## src/rtl/fifo_loader.sv

```systemverilog
// Streams vector B and the NUM_A rows of matrix A from word memory into the
// B FIFO and the per-row A FIFOs, one element per cycle, least-significant element first.
module fifo_loader #(
   parameter int          DATA_WIDTH = 8,
   parameter int          NUM_A      = 8,
   parameter logic [31:0] A_BASE     = 32'h0000_0000,
   parameter logic [31:0] B_BASE     = 32'h0000_0100
) (
   input  logic                        clk,
   input  logic                        rst_n,
   input  logic                        start,
   output logic                        busy,
   output logic                        done,
   output logic [31:0]                 mem_address,
   output logic                        mem_read,
   input  logic                        mem_waitrequest,
   input  logic [DATA_WIDTH*8-1:0]     mem_readdata,
   input  logic                        mem_readdatavalid,
   output logic [DATA_WIDTH*NUM_A-1:0] a_wrdata,
   output logic [NUM_A-1:0]            a_wrreq,
   input  logic [NUM_A-1:0]            a_wrfull,
   output logic [DATA_WIDTH-1:0]       b_wrdata,
   output logic                        b_wrreq,
   input  logic                        b_wrfull
);

   localparam int W_W = $clog2(NUM_A + 1);
   localparam logic [W_W-1:0] LAST_W = W_W'(NUM_A);

   localparam logic [2:0] S_IDLE  = 3'd0;
   localparam logic [2:0] S_REQ   = 3'd1;
   localparam logic [2:0] S_WAIT  = 3'd2;
   localparam logic [2:0] S_WRITE = 3'd3;
   localparam logic [2:0] S_DONE  = 3'd4;

   logic [2:0]              state;
   logic [W_W-1:0]          w_cnt;
   logic [2:0]              k_cnt;
   logic [DATA_WIDTH*8-1:0] word_buf;

   logic                    is_b;
   logic                    tgt_full;
   logic                    wr_fire;
   logic [DATA_WIDTH-1:0]   cur_elem;

   // Target selection: w_cnt == 0 is B, w_cnt == r+1 is A row r / lane r.
   always_comb begin
      is_b     = (w_cnt == '0);
      tgt_full = b_wrfull;
      for (int i = 0; i < NUM_A; i++) begin
         if (w_cnt == W_W'(i + 1)) tgt_full = a_wrfull[i];
      end
      cur_elem = '0;
      for (int j = 0; j < 8; j++) begin
         if (k_cnt == 3'(j)) cur_elem = word_buf[j*DATA_WIDTH +: DATA_WIDTH];
      end
      wr_fire = (state == S_WRITE) && !tgt_full;
   end

   // Outputs decode straight from state so an asynchronous reset clears them at once.
   always_comb begin
      busy        = (state != S_IDLE);
      done        = (state == S_DONE);
      mem_read    = (state == S_REQ);
      mem_address = '0;
      if (state == S_REQ) begin
         mem_address = is_b ? B_BASE
                            : A_BASE + {{(32-W_W){1'b0}}, w_cnt} - 32'd1;
      end
      b_wrreq  = wr_fire && is_b;
      b_wrdata = b_wrreq ? cur_elem : '0;
      a_wrreq  = '0;
      a_wrdata = '0;
      for (int i = 0; i < NUM_A; i++) begin
         if (wr_fire && (w_cnt == W_W'(i + 1))) begin
            a_wrreq[i]                              = 1'b1;
            a_wrdata[i*DATA_WIDTH +: DATA_WIDTH]    = cur_elem;
         end
      end
   end

   always_ff @(posedge clk or posedge rst_n) begin
      if (rst_n) begin
         state    <= S_IDLE;
         w_cnt    <= '0;
         k_cnt    <= '0;
         word_buf <= '0;
      end else begin
         case (state)
            S_IDLE: begin
               if (start) begin
                  w_cnt <= '0;
                  k_cnt <= '0;
                  state <= S_REQ;
               end
            end
            S_REQ: begin
               if (!mem_waitrequest) state <= S_WAIT;
            end
            S_WAIT: begin
               if (mem_readdatavalid) begin
                  word_buf <= mem_readdata;
                  k_cnt    <= '0;
                  state    <= S_WRITE;
               end
            end
            S_WRITE: begin
               // A full target simply holds k_cnt, so the element is retried next cycle.
               if (wr_fire) begin
                  k_cnt <= k_cnt + 3'd1;
                  if (k_cnt == 3'd7) begin
                     if (w_cnt < LAST_W) begin
                        w_cnt <= w_cnt + 1'b1;
                        state <= S_REQ;
                     end else begin
                        state <= S_DONE;
                     end
                  end
               end
            end
            S_DONE:  state <= S_IDLE;
            default: state <= S_IDLE;
         endcase
      end
   end

endmodule

```

## config.mk

```make
export PLATFORM = sky130hd
export DESIGN_NAME = fifo_loader
export DESIGN_NICKNAME = d
export VERILOG_FILES = /design/src/rtl/fifo_loader.sv
export SDC_FILE = /design/constraint.sdc
export NUM_CORES = 1
export LEC_CHECK = 0
export ABC_AREA = 1
export BUFFER_PORTS_ARGS = -buffer_cell sky130_fd_sc_hd__buf_4
export CORE_AREA = 2 2 99 101
export CTS_BUF_LIST = sky130_fd_sc_hd__clkbuf_4 sky130_fd_sc_hd__clkbuf_8
export DETAILED_ROUTE_END_ITERATION = 7
export DIE_AREA = 0 0 101 103
export GPL_TIMING_DRIVEN = 1
export PLACE_DENSITY = 0.83
export SETUP_SLACK_MARGIN = 0.1
export SYNTH_ARGS = -nofsm -noshare
export SYNTH_HDL_FRONTEND = slang
export SYNTH_SLANG_ARGS = --single-unit
```

## constraint.sdc

```tcl
create_clock -name clk -period 3.7 [get_ports clk]
set_input_delay 0.555 -clock clk [delete_from_list [all_inputs] [get_ports clk]]
set_output_delay 0.555 -clock clk [all_outputs]
set_load 0.01 [all_outputs]
```

After elaboration in Yosys (flattened, before gate mapping)
Index checks and enable logic that the tools add are counted.

storage, ports and cells
  flip-flop bits (word level) = 74
  latch bits = 0
  RAM bits = 0
  memory bits (read-only) = 0
  output and inout port bits = 116
  word-level logic and storage cells = 105
  memories kept = 0

cells by class
  add/sub/neg operators = 3
  multiply operators = 0
  divide/modulo/power cells = 0
  $lt $le $gt $ge = 1
  equal/unequal tests = 25
  shifts and indexed selects = 0
  muxes and demuxes = 51
  bitwise operators = 0
  reductions and logical operators = 21

operators by type and width
  kind                                                 count
  2-to-1 mux 8 bit                                     17
  2-to-1 mux 32 bit                                    2
  2-to-1 mux 3 bit                                     9
  equality test 4 x 3 -> 1 bit, second input constant  4
  2-to-1 mux 1 bit                                     16
  2-to-1 mux 4 bit                                     4
  equality test 3 bit, second input constant           5
  equality test 3 x 2 -> 1 bit, second input constant  4
  one-hot mux 3 bit (4 select lines)                   1
  logical AND 1 bit                                    10
  != test 2 bit, second input constant                 5
  AND reduction 5 bit                                  2
  one-hot mux 3 bit (3 select lines)                   1
  equality test 4 x 2 -> 1 bit, second input constant  2
  one-hot mux 4 bit (2 select lines)                   1
  equality test 3 x 1 -> 1 bit, second input constant  2
  logical NOT 3 bit                                    2
  nonzero test 3 bit                                   2
  subtractor 4 x 1 -> 5 bit, second input constant     1
  adder 4 x 1 -> 4 bit, second input constant          1
  equality test 4 x 1 -> 1 bit, second input constant  1
  equality test 4 bit, second input constant           1
  logical NOT 4 bit                                    1
  less-than comparator 4 bit, second input constant    1
  other kinds (6)                                      6

Logic depth before layout (Yosys ltp)
Gate-level depths: netlist (run 1).

  depth after elaboration = 13
  mapped depth = 17

Least setup slack after synthesis (run 1)
No wires, ideal clock.

  kind = register -> output
  start = register w_cnt[0]
  end = output mem_address[10]
  arrival = 2.352 ns
  data required time = 3.145 ns
  path slack = 0.793 ns
  stages on the path, launching flop included = 9
  path buffers = 1
  path through = dfrtp_1 > inv_1 > ha_1 > inv_1 > nor2_1 > inv_1 > nand2_1 > nor2_1 > buf_4

between the ends
  word-level cells in the longest chain between the ends = 3

RTL lines
  item                                                                   RTL line  RTL
  start: declaration                                                     37        logic [W_W-1:0] w_cnt;
  start signal: assignment                                               113       w_cnt <= w_cnt + 1'b1;
  subtractor 4 x 1 -> 5 bit / logical NOT 4 bit (equally long branches)  68, 48
  2-to-1 mux 32 bit (*)                                                  67        mem_address = is_b ? B_BASE
  2-to-1 mux 32 bit (*)                                                  66        if (state == S_REQ) begin
  end: declaration                                                       14        output logic [31:0] mem_address,

Every way passes the cells marked *; elsewhere a longest branch is shown, timed or not.

Final worst setup path (run 1)
  start = register k_cnt[1]
  end = output a_wrdata[48]

between the ends
  word-level cells in the longest chain between the ends = 10

RTL lines
  item                           RTL line  RTL
  start: declaration             38        logic [2:0] k_cnt;
  start signal: assignment       110       k_cnt <= k_cnt + 3'd1;
  logical NOT 3 bit              55        if (k_cnt == 3'(j)) cur_elem = word_buf[j*DATA_WIDTH +: DATA_WIDTH];
  2-to-1 mux 8 bit (7 in a row)  55
  2-to-1 mux 8 bit (*)           55
  2-to-1 mux 8 bit (*)           75        if (wr_fire && (w_cnt == W_W'(i + 1))) begin
  end: declaration               19        output logic [DATA_WIDTH*NUM_A-1:0] a_wrdata,

Marks and branches as above.

==> results of run 1 <==
## critical path: stages (launching register included)
cell	delay, ns
dfrtp_1	0.42
inv_1	0.10
ha_1	0.25
clkinvlp_4	0.22
nor2_4	0.22
nand2_1	0.07
nand3_1	0.10
o21ai_0	0.11
nand2_1	0.08
o211ai_1	0.08
nand3_1	0.10
nand2_1	0.08
nand3_1	0.10
o21ai_2	0.14
nor2_1	0.24
buf_4	0.17
## per-layer routing
metal	global-route usage	vias to the layer above	share of wire
li1	-	2037	-
met1	0.2873	1954	0.40
met2	0.4497	181	0.52
met3	0.05356	21	0.061
met4	0.07900	0	0.021
met5	0	-	0
## power breakdown
group | internal, mW | total [mW] | switching (mW)
registers | 1.19 | 1.44 | 0.254
logic | 0.706 | 1.64 | 0.938
clock network | 0.389 | 0.692 | 0.303
total | 2.28 | 3.78 | 1.50
## cells by family (layout without fill, tap and decap cells)
kind of cell / count (synthesis) / after routing / share of synthesized area
AOI/OAI and AO/OA: 38 / 38 / 0.05285
muxes: 62 / 62 / 0.1536
xor gates and xnor gates: 3 / 3 / 0.005781
adders and majority gates: 11 / 11 / 0.03028
and+or+nand+nor: 258 / 258 / 0.2546
DFF: 74 / 74 / 0.4074
buffers and inverters: 84 / 256 / 0.09551
## path summary, 6_finish.rpt
kind	from	to	slack, ns	cells past startpoint
max	k_cnt[1]	a_wrdata[48]	0.32	15
min	mem_readdata[43]	word_buf[43]	0.43	2
max reg2reg	state[1]	word_buf[34]	1.34	5
min reg2reg	word_buf[52]	word_buf[52]	0.51	1
max in group asynchronous	rst_n	word_buf[17]	2.35	3
min in group asynchronous	rst_n	state[0]	0.44	2
## state kept, by name, summed over array words and instances, names as in the netlist
| register | flops |
|---|---|
| word_buf | 64 |
| w_cnt | 4 |
| k_cnt | 3 |
| state | 3 |
## area by class of cell
type	instances	area share
multi-input combinational	372	0.3711
sequential	74	0.3014
timing repair buffer	196	0.2395
inverter	44	0.02872
tap	114	0.02322
clock buffer	10	0.02138
clock inverter	6	0.01466
## through the flow
step                      std cells  worst slack [ns]  cell area [um2]  utilization  total power, mW
after floorplan                 530            0.7929             4546            -            2.537
after global placement          800            0.6906             5903       0.6241            2.982
after detailed placement        800            0.5313             5903       0.6241            3.071
after CTS                       816            0.2179             6127       0.6478            3.766
after global routing            816           0.09543             6143       0.6495            4.042
final                           816            0.3245             6143       0.6495            3.778
## timing repair
| action | CTS | global route |
|---|---|---|
| gates resized for setup | 1 | 5 |
| pin swaps | 0 | 0 |
| cloned | 0 | 0 |
| setup endpoints to repair | 1 | 16 |
## cell usage in the layout (no fill, tap or decap)
master / netlist / routed
buf_4: 27 / 196
nor2_1: 104 / 100
nand2_1: 88 / 88
dfrtp_1: 74 / 74
mux2_2: 62 / 62
inv_1: 35 / 34
nand3_1: 34 / 33
o21ai_0: 11 / 11
ha_1: 11 / 11
clkbuf_8: 0 / 9
o211ai_1: 8 / 8
inv_2: 6 / 7
nor2_4: 5 / 6
nand2_2: 6 / 6
nand2_4: 6 / 6
o22ai_1: 6 / 6
nand4_1: 5 / 5
a31oi_1: 5 / 5
a21oi_1: 3 / 3
nor3_1: 3 / 3
nor2_2: 0 / 3
or2_2: 3 / 3
nand3_2: 1 / 2
xor2_1: 2 / 2
clkinvlp_4: 0 / 2
o21ai_2: 2 / 2
bufinv_16: 0 / 2
nor3_4: 1 / 1
or2_1: 1 / 1
nor3b_1: 1 / 1
inv_8: 1 / 1
o21a_1: 1 / 1
clkinv_1: 2 / 1
o21ai_1: 1 / 1
xnor2_1: 1 / 1
a21boi_2: 1 / 1
clkinv_2: 0 / 1
clkinv_4: 0 / 1
inv_6: 0 / 1
clkbuf_4: 0 / 1
==> key figures, run 1 <==
Logic synthesis
  • Yosys cell types: 34
  • Syn Inst Count: 530
  • Top-count cell post-synth: nor2_1
  • Ys async rst share: 1.000
  • Register bit total from synthesis: 74
  • Synthesized Nets: 619
  • Area contributors post-synth: dfrtp_1 (41%), mux2_2 (15%), nor2_1 (8.6%)
  • Mapped cell area: 4546 um2
  • Register area share after synthesis: 0.4074
  • Post-synth EDFFs: 0
  • Yosys warnings: 0
  • Post-synth top cells: nor2_1 (104), nand2_1 (88), dfrtp_1 (74), mux2_2 (62), inv_1 (35)
  • Ys flop type: dfrtp_1
  • Mean Syn Cell Area: 8.577 um2
  • Area leader, netlist: dfrtp_1
  • Synth top area share: 0.4074

STA
  • Fin crit period: 3.376 ns
  • Fin Hold WS: 0.4297 ns
  • Tcrit/Tclk final: 0.9123
  • Slew HR: 0.3401
  • Final Hold Fails: 0
  • Slew @ Worst Pin: 0.9883 ns
  • RSZ-0062 raised after global routing: no
  • Fmax: 0.2962 GHz
  • Final setup fails: 0
  • Slew Limit Fails: 0
  • Post-Route Setup TNS: 0 ns
  • Worst Skew: 0.009240 ns

Die
  • Initial Util: 0.4806
  • Placeable Area: 9459 um2
  • # IOs: 194
  • Die height: 103 um
  • Die Footprint: 10400 um2
  • Rows: 36
  • Die width: 101 um

Clock network
  • CTS tree: built
  • CTS H-tree lvls: 3
  • Worst-Skew Late Latency: 0.35 ns
  • Cts hold-fix bufs: 0
  • Clock sinks: 74
  • CTS Buf Count: 9
  • Root Buffer: clkbuf_8
  • CTS Buffer Depth: 2
  • Setup repair bufs after CTS: 0
  • CTS clock-pin slew for the worst setup and hold paths: 0.08 ns

Critical path
  • Worst-path fanout max: 9
  • Type of origin of the critical path: register
  • Setup Crit Path Kind: register to output port
  • Crit path required time: 3.14 ns
  • Crit path DAT: 2.82 ns
  • Critical path endpoint category: output port

Detailed routing
  • DR vias: 4193
  • Mean routed wirelength per cell: 15.83 um
  • WL final: 12920 um
  • Number of DRC markers in iteration 0: 246
  • DRC errors left: 0
  • TritonRoute pass-1 iters: 6
  • Vias per cell: 5.138
  • Post-route ant nets: 0

Layout
  • Layout cells sized above 1: 0.4459
  • Area growth syn-to-layout: 35.15%
  • Antenna Cells: 0
  • Area of the multi-input gates: 2280 um2
  • Fin nets: 786
  • FF/Latch Area: 1852 um2
  • FILL cells: 762

Hold path
  • Hold crit path type: input port to register

Pwr
  • Maximum VDD drop: 0.4618 mV
  • Leak: 3.247 nW
  • Power density over the cells: 614.9 nW/um2

Global route
  • GR Overflow Total: 0
  • Initial antenna violation count: 0
  • First-pass GRT wire length: 19750 um
  • Gr usage total: 0.2456
  • Vias in the first global route: 3982
  • Largest net degree at the start of global routing: 49

Placement
  • Port Buffers: 193
  • Placer Congestion: 0.9074
  • HPWL after detailed placement: 10300 um

Job
  • MaxCap Viol Count: 0

Run status
  • Status: completed
Note: power is estimated with default switching activity, not from simulation.
==> run 2, diff against run 1 <==
CAP_MARGIN = 0   (was not set)
CORE_AREA = 2 2 95 97   (was 2 2 99 101)
DIE_AREA = 0 0 97 99   (was 0 0 101 103)
PLACE_DENSITY = 0.89   (was 0.83)
REMOVE_ABC_BUFFERS = 1   (was not set)
clock period = 3.95 ns   (was 3.7 ns; I/O delays follow)
==> key figures, run 2 (synthesis results as in run 1) <==
Layout
  • Area growth syn-to-layout: 34.98%
  • Largest regs: word_buf x64, w_cnt x4
  • Final Cell Area: 6136 um2
  • Max reg flops: 64
  • Most flop-heavy register: word_buf
  • Leading cell types in the layout, fill and taps excluded: buf_4 (196), nor2_1 (103), nand2_1 (88)
  • Fin nets: 786
  • Most common cell after layout, fill and taps aside: buf_4
  • Area of the multi-input gates: 2267 um2
  • FF/Latch Area: 1852 um2
  • Antenna Cells: 0
  • FILL cells: 624
  • Layout cells sized above 1: 0.4402

Placement
  • Placer Congestion: 0.9416
  • Dpl cell area: 5896 um2
  • Port Buffers: 193
  • HPWL after detailed placement: 10020 um

Pwr
  • Maximum VDD drop: 0.4148 mV
  • Leak: 3.255 nW
  • Power density over the cells: 576.8 nW/um2

Die
  • Die height: 99 um
  • Die width: 97 um
  • Rows: 34
  • Initial Util: 0.5316
  • Placeable Area: 8551 um2
  • # IOs: 194
  • Die Footprint: 9603 um2

Clock network
  • Cts hold-fix bufs: 0
  • Clock sinks: 74
  • Setup repair bufs after CTS: 0
  • Worst-Skew Late Latency: 0.35 ns
  • CTS H-tree lvls: 3
  • CTS Buf Count: 9
  • Root Buffer: clkbuf_8
  • CTS clock-pin slew for the worst setup and hold paths: 0.07 ns
  • CTS tree: built
  • CTS Buffer Depth: 2

Critical path
  • Worst-path fanout max: 9
  • Critical path endpoint category: output port
  • FF-to-FF setup slack: 1.69 ns
  • RR Startpoint: state[1]
  • Crit path DAT: 2.95 ns
  • Type of origin of the critical path: register
  • Crit path required time: 3.36 ns
  • Setup Crit Path Kind: register to output port
  • R2r endpoint: word_buf[13]
  • Path depth of the worst reg2reg path: 5

STA
  • Fmax: 0.2823 GHz
  • Fin crit period: 3.542 ns
  • Post-Route Setup TNS: 0 ns
  • RSZ-0062 raised after global routing: no
  • Final Hold Fails: 0
  • Final setup fails: 0
  • Slew Limit Fails: 0
  • Worst Skew: 0.006288 ns
  • Slew @ Worst Pin: 0.9541 ns
  • Slew HR: 0.3630
  • Tcrit/Tclk final: 0.8968

Detailed routing
  • Mean routed wirelength per cell: 16.01 um
  • Vias per cell: 5.312
  • DRC errors left: 0
  • WL final: 12970 um
  • Post-route ant nets: 0
  • Number of DRC markers in iteration 0: 259
  • TritonRoute pass-1 iters: 5
  • DR vias: 4303

Global route
  • Top Usage Layer GRT: met2
  • Gr usage total: 0.2694
  • Met3 Usage GRT: 0.06028
  • Largest net degree at the start of global routing: 45
  • GRT met1 Usage: 0.3171
  • GR Overflow Total: 0
  • Vias in the first global route: 4206
  • M2 GR Usage: 0.4792
  • First-pass GRT wire length: 20780 um
  • Initial antenna violation count: 0

Hold path
  • Hold crit path type: input port to asynchronous set/reset pin

Job
  • MaxCap Viol Count: 0

Run status
  • Status: completed
## run 2: changes by cell type in the layout (fill, tap and decap cells not counted)
cell	change
clkbuf_8	+3
nor2_1	+3
nor2_2	-2
clkbuf_4	-1
clkinv_1	+1
clkinv_4	-1
clkinvlp_4	-1
inv_6	-1
nor2_4	-1
## run 2: layout make-up
| class | count | share of cell area |
|---|---|---|
| Multi-Input combinational cell | 372 | 0.3695 |
| Clock buffer | 12 | 0.02692 |
| Sequential cell | 74 | 0.3018 |
| Clock inverter | 4 | 0.01183 |
| Tap cell | 108 | 0.02202 |
| Inverter | 44 | 0.02814 |
| Timing Repair Buffer | 196 | 0.2398 |
## run 2: worst max path at each step
stage	start	depth (start not counted)	end	slack (ns)
after floorplan	w_cnt[0]	7	mem_address[10]	-1.08
after global placement	k_cnt[1]	13	a_wrdata[52]	0.98
after detailed placement	k_cnt[1]	15	a_wrdata[16]	0.75
after CTS	k_cnt[1]	15	a_wrdata[16]	0.26
after global routing	k_cnt[1]	15	a_wrdata[16]	0.17
final	k_cnt[1]	15	a_wrdata[16]	0.41
## run 2: stage by stage
step / util / instances / hold slack, ns / worst slack [ns] / power (mW)
floorplan: - / 490 / 0.4717 / -1.076 / 2.383
global placement: 0.6895 / 794 / 0.4808 / 0.9787 / 2.748
detailed placement: 0.6895 / 794 / 0.4859 / 0.7539 / 2.858
CTS: 0.7173 / 810 / 0.4634 / 0.2567 / 3.542
global route: 0.7176 / 810 / 0.4602 / 0.1696 / 3.769
finish: 0.7176 / 810 / 0.4654 / 0.4077 / 3.539
## run 2: report_power, final
part           internal (mW)  switching, mW  total (mW)
registers               1.11          0.219        1.33
clock network          0.406          0.267       0.673
logic                  0.657          0.879        1.54
total                   2.17           1.36        3.54
## run 2: per-layer routing
layer | wire length (um) | share of wire
met1 | 4906 | 0.38
met3 | 883 | 0.068
met4 | 428 | 0.033
met2 | 6747 | 0.52
met5 | 0 | 0
## run 2: repair_timing
item | in CTS | in global routing
hold endpoints to repair | 0 | 0
gates resized for setup | 0 | 1
setup endpoints to repair | 0 | 56
## run 2: critical path, cell delays in order, from the launching register on
cell and delay [ns]:
dfrtp_1 0.42, inv_1 0.09, ha_1 0.19, clkinv_1 0.29, nor2_2 0.42, nand2_1 0.11, nand3_1 0.10, o21ai_0 0.10
nand2_1 0.09, o211ai_1 0.09, nand3_1 0.11, nand2_1 0.07, nand3_1 0.09, o21ai_2 0.15, nor2_1 0.15, buf_4 0.14
==> run 3, diff against run 2 <==
==> constraint.sdc (replaced) <==
create_clock -name clk -period 3.95 [get_ports clk]
set_input_delay 0.1975 -clock clk [delete_from_list [all_inputs] [get_ports clk]]
set_output_delay 0.1975 -clock clk [all_outputs]
set_load 0.01 [all_outputs]
==> key figures, run 3 (synthesis results as in run 1) <==
Clock network
  • CTS Buffer Depth: 2
  • Root Buffer: clkbuf_8
  • Post-cts repair resize count: 0
  • CTS H-tree lvls: 3
  • CTS clock-pin slew for the worst setup and hold paths: 0.07 ns
  • Setup repair bufs after CTS: 0
  • Cts hold-fix bufs: 0
  • Clock sinks: 74
  • CTS Buf Count: 9
  • Worst-Skew Late Latency: 0.34 ns
  • CTS tree: built

Layout
  • Layout cells sized above 1: 0.4379
  • Antenna Cells: 0
  • Most common cell after layout, fill and taps aside: buf_4
  • Final Cell Area: 6088 um2
  • Leading cell types in the layout, fill and taps excluded: buf_4 (196), nor2_1 (104), nand2_1 (88)
  • Most flop-heavy register: word_buf
  • Final core occ: 0.7120
  • Max reg flops: 64
  • Area growth syn-to-layout: 33.94%
  • FILL cells: 643
  • Largest regs: word_buf x64, w_cnt x4
  • Fin nets: 786

Job
  • MaxCap Viol Count: 0

Run status
  • Status: completed

Pwr
  • Net Sw Power: 1.342 mW
  • Power density over the cells: 563.7 nW/um2
  • Cell Int Power: 2.090 mW
  • Leak: 3.239 nW
  • Reg power frac: 0.388
  • Gate power share: 0.444
  • Maximum VDD drop: 0.3993 mV
  • Final Power: 3.432 mW
  • Clock share of power: 0.169
  • Switching Share: 0.3911

Global route
  • Gr usage total: 0.2658
  • Largest net degree at the start of global routing: 47
  • First-pass GRT wire length: 20760 um
  • Initial antenna violation count: 0
  • Vias in the first global route: 4265
  • GR Overflow Total: 0

STA
  • Tcrit/Tclk final: 0.8210
  • Fin crit period: 3.243 ns
  • RSZ-0062 raised after global routing: no
  • Slew @ Worst Pin: 1.008 ns
  • Worst Skew: 0.005801 ns
  • Final setup fails: 0
  • Fmax: 0.3083 GHz
  • Final Hold Fails: 0
  • Slew HR: 0.3274
  • Slew Limit Fails: 0
  • Post-Route Setup TNS: 0 ns
  • Fin Hold WS: 0.07313 ns

Placement
  • Dpl cell area: 5896 um2
  • Placer Congestion: 0.9397
  • HPWL after detailed placement: 9845 um
  • Port Buffers: 193

Critical path
  • Crit path DAT: 3.05 ns
  • Crit. Startpoint: k_cnt[1]
  • Worst-path fanout max: 9
  • Type of origin of the critical path: register
  • RR Startpoint: state[1]
  • Critical path endpoint category: output port
  • Crit path required time: 3.75 ns
  • Setup Crit Path Kind: register to output port

Die
  • Die height: 99 um
  • Initial Util: 0.5316
  • Placeable Area: 8551 um2
  • Die width: 97 um
  • # IOs: 194
  • Die Footprint: 9603 um2
  • Rows: 34

Hold path
  • Hold crit path type: input port to asynchronous set/reset pin

Detailed routing
  • Mean routed wirelength per cell: 15.59 um
  • WL final: 12610 um
  • Vias per cell: 5.298
  • Post-route ant nets: 0
  • TritonRoute pass-1 iters: 5
  • DRC errors left: 0
  • Number of DRC markers in iteration 0: 336
  • DR vias: 4286
run 3: cell types whose count changed in the layout (fill, tap and decap cells not counted), sizes merged:
cell      delta
clkinvlp     -1
clkinv       +1
bufinv       -1
run 3: worst max-delay path: stages, from the launching register on:
cell and delay, ns:
dfrtp_1 0.41, inv_1 0.10, ha_1 0.20, clkinv_1 0.26
nor2_1 0.52, nand2_1 0.11, a31oi_1 0.20, o22ai_1 0.10
nand2_1 0.08, nand2_1 0.07, nand3_1 0.06, o21ai_1 0.23
nor2_1 0.22, buf_4 0.15
run 3: routing by layer:
metal / track usage / vias up / share of wire
met5: 0 / - / 0
met4: 0.06176 / 0 / 0.013
met3: 0.06099 / 19 / 0.065
met2: 0.4808 / 172 / 0.54
met1: 0.3239 / 2057 / 0.39
li1: - / 2038 / -
run 3: through the flow:
stage | setup slack, ns | instances
3_3_place_gp | 1.364 | 794
4_1_cts | 0.7878 | 809
5_1_grt | 0.3865 | 809
3_5_place_dp | 1.170 | 794
2_1_floorplan | -0.6815 | 490
6_report | 0.7069 | 809
run 3: final cells by class:
class | instances | area (um2) | share of cell area
Clock buffer | 12 | 152.6 | 0.02507
Tap cell | 108 | 135.1 | 0.02219
Sequential cell | 74 | 1852 | 0.3042
Multi-Input combinational cell | 372 | 2265 | 0.3720
Timing Repair Buffer | 196 | 1471 | 0.2417
Inverter | 44 | 172.7 | 0.02836
Clock inverter | 3 | 40.04 | 0.006576
run 3: power by group through the flow:
stage               Sequential (mW)  Clock, mW  Combinational, mW
detailed placement             1.34          0               1.52
floorplan                      1.25          0               1.14
global route                   1.36      0.617               1.69
finish                         1.33      0.579               1.52
global placement               1.31          0               1.44
CTS                            1.32      0.589               1.53
run 3: worst paths after layout:
| path | to | slack, ns | depth (start not counted) |
|---|---|---|---|
| max reg2reg | word_buf[32] | 1.45 | 5 |
| min | word_buf[30] | 0.07 | 2 |
| max in group asynchronous | word_buf[49] | 2.94 | 3 |
| min reg2reg | word_buf[58] | 0.51 | 1 |
| min in group clk | word_buf[48] | 0.08 | 2 |
| max | a_wrdata[4] | 0.71 | 13 |
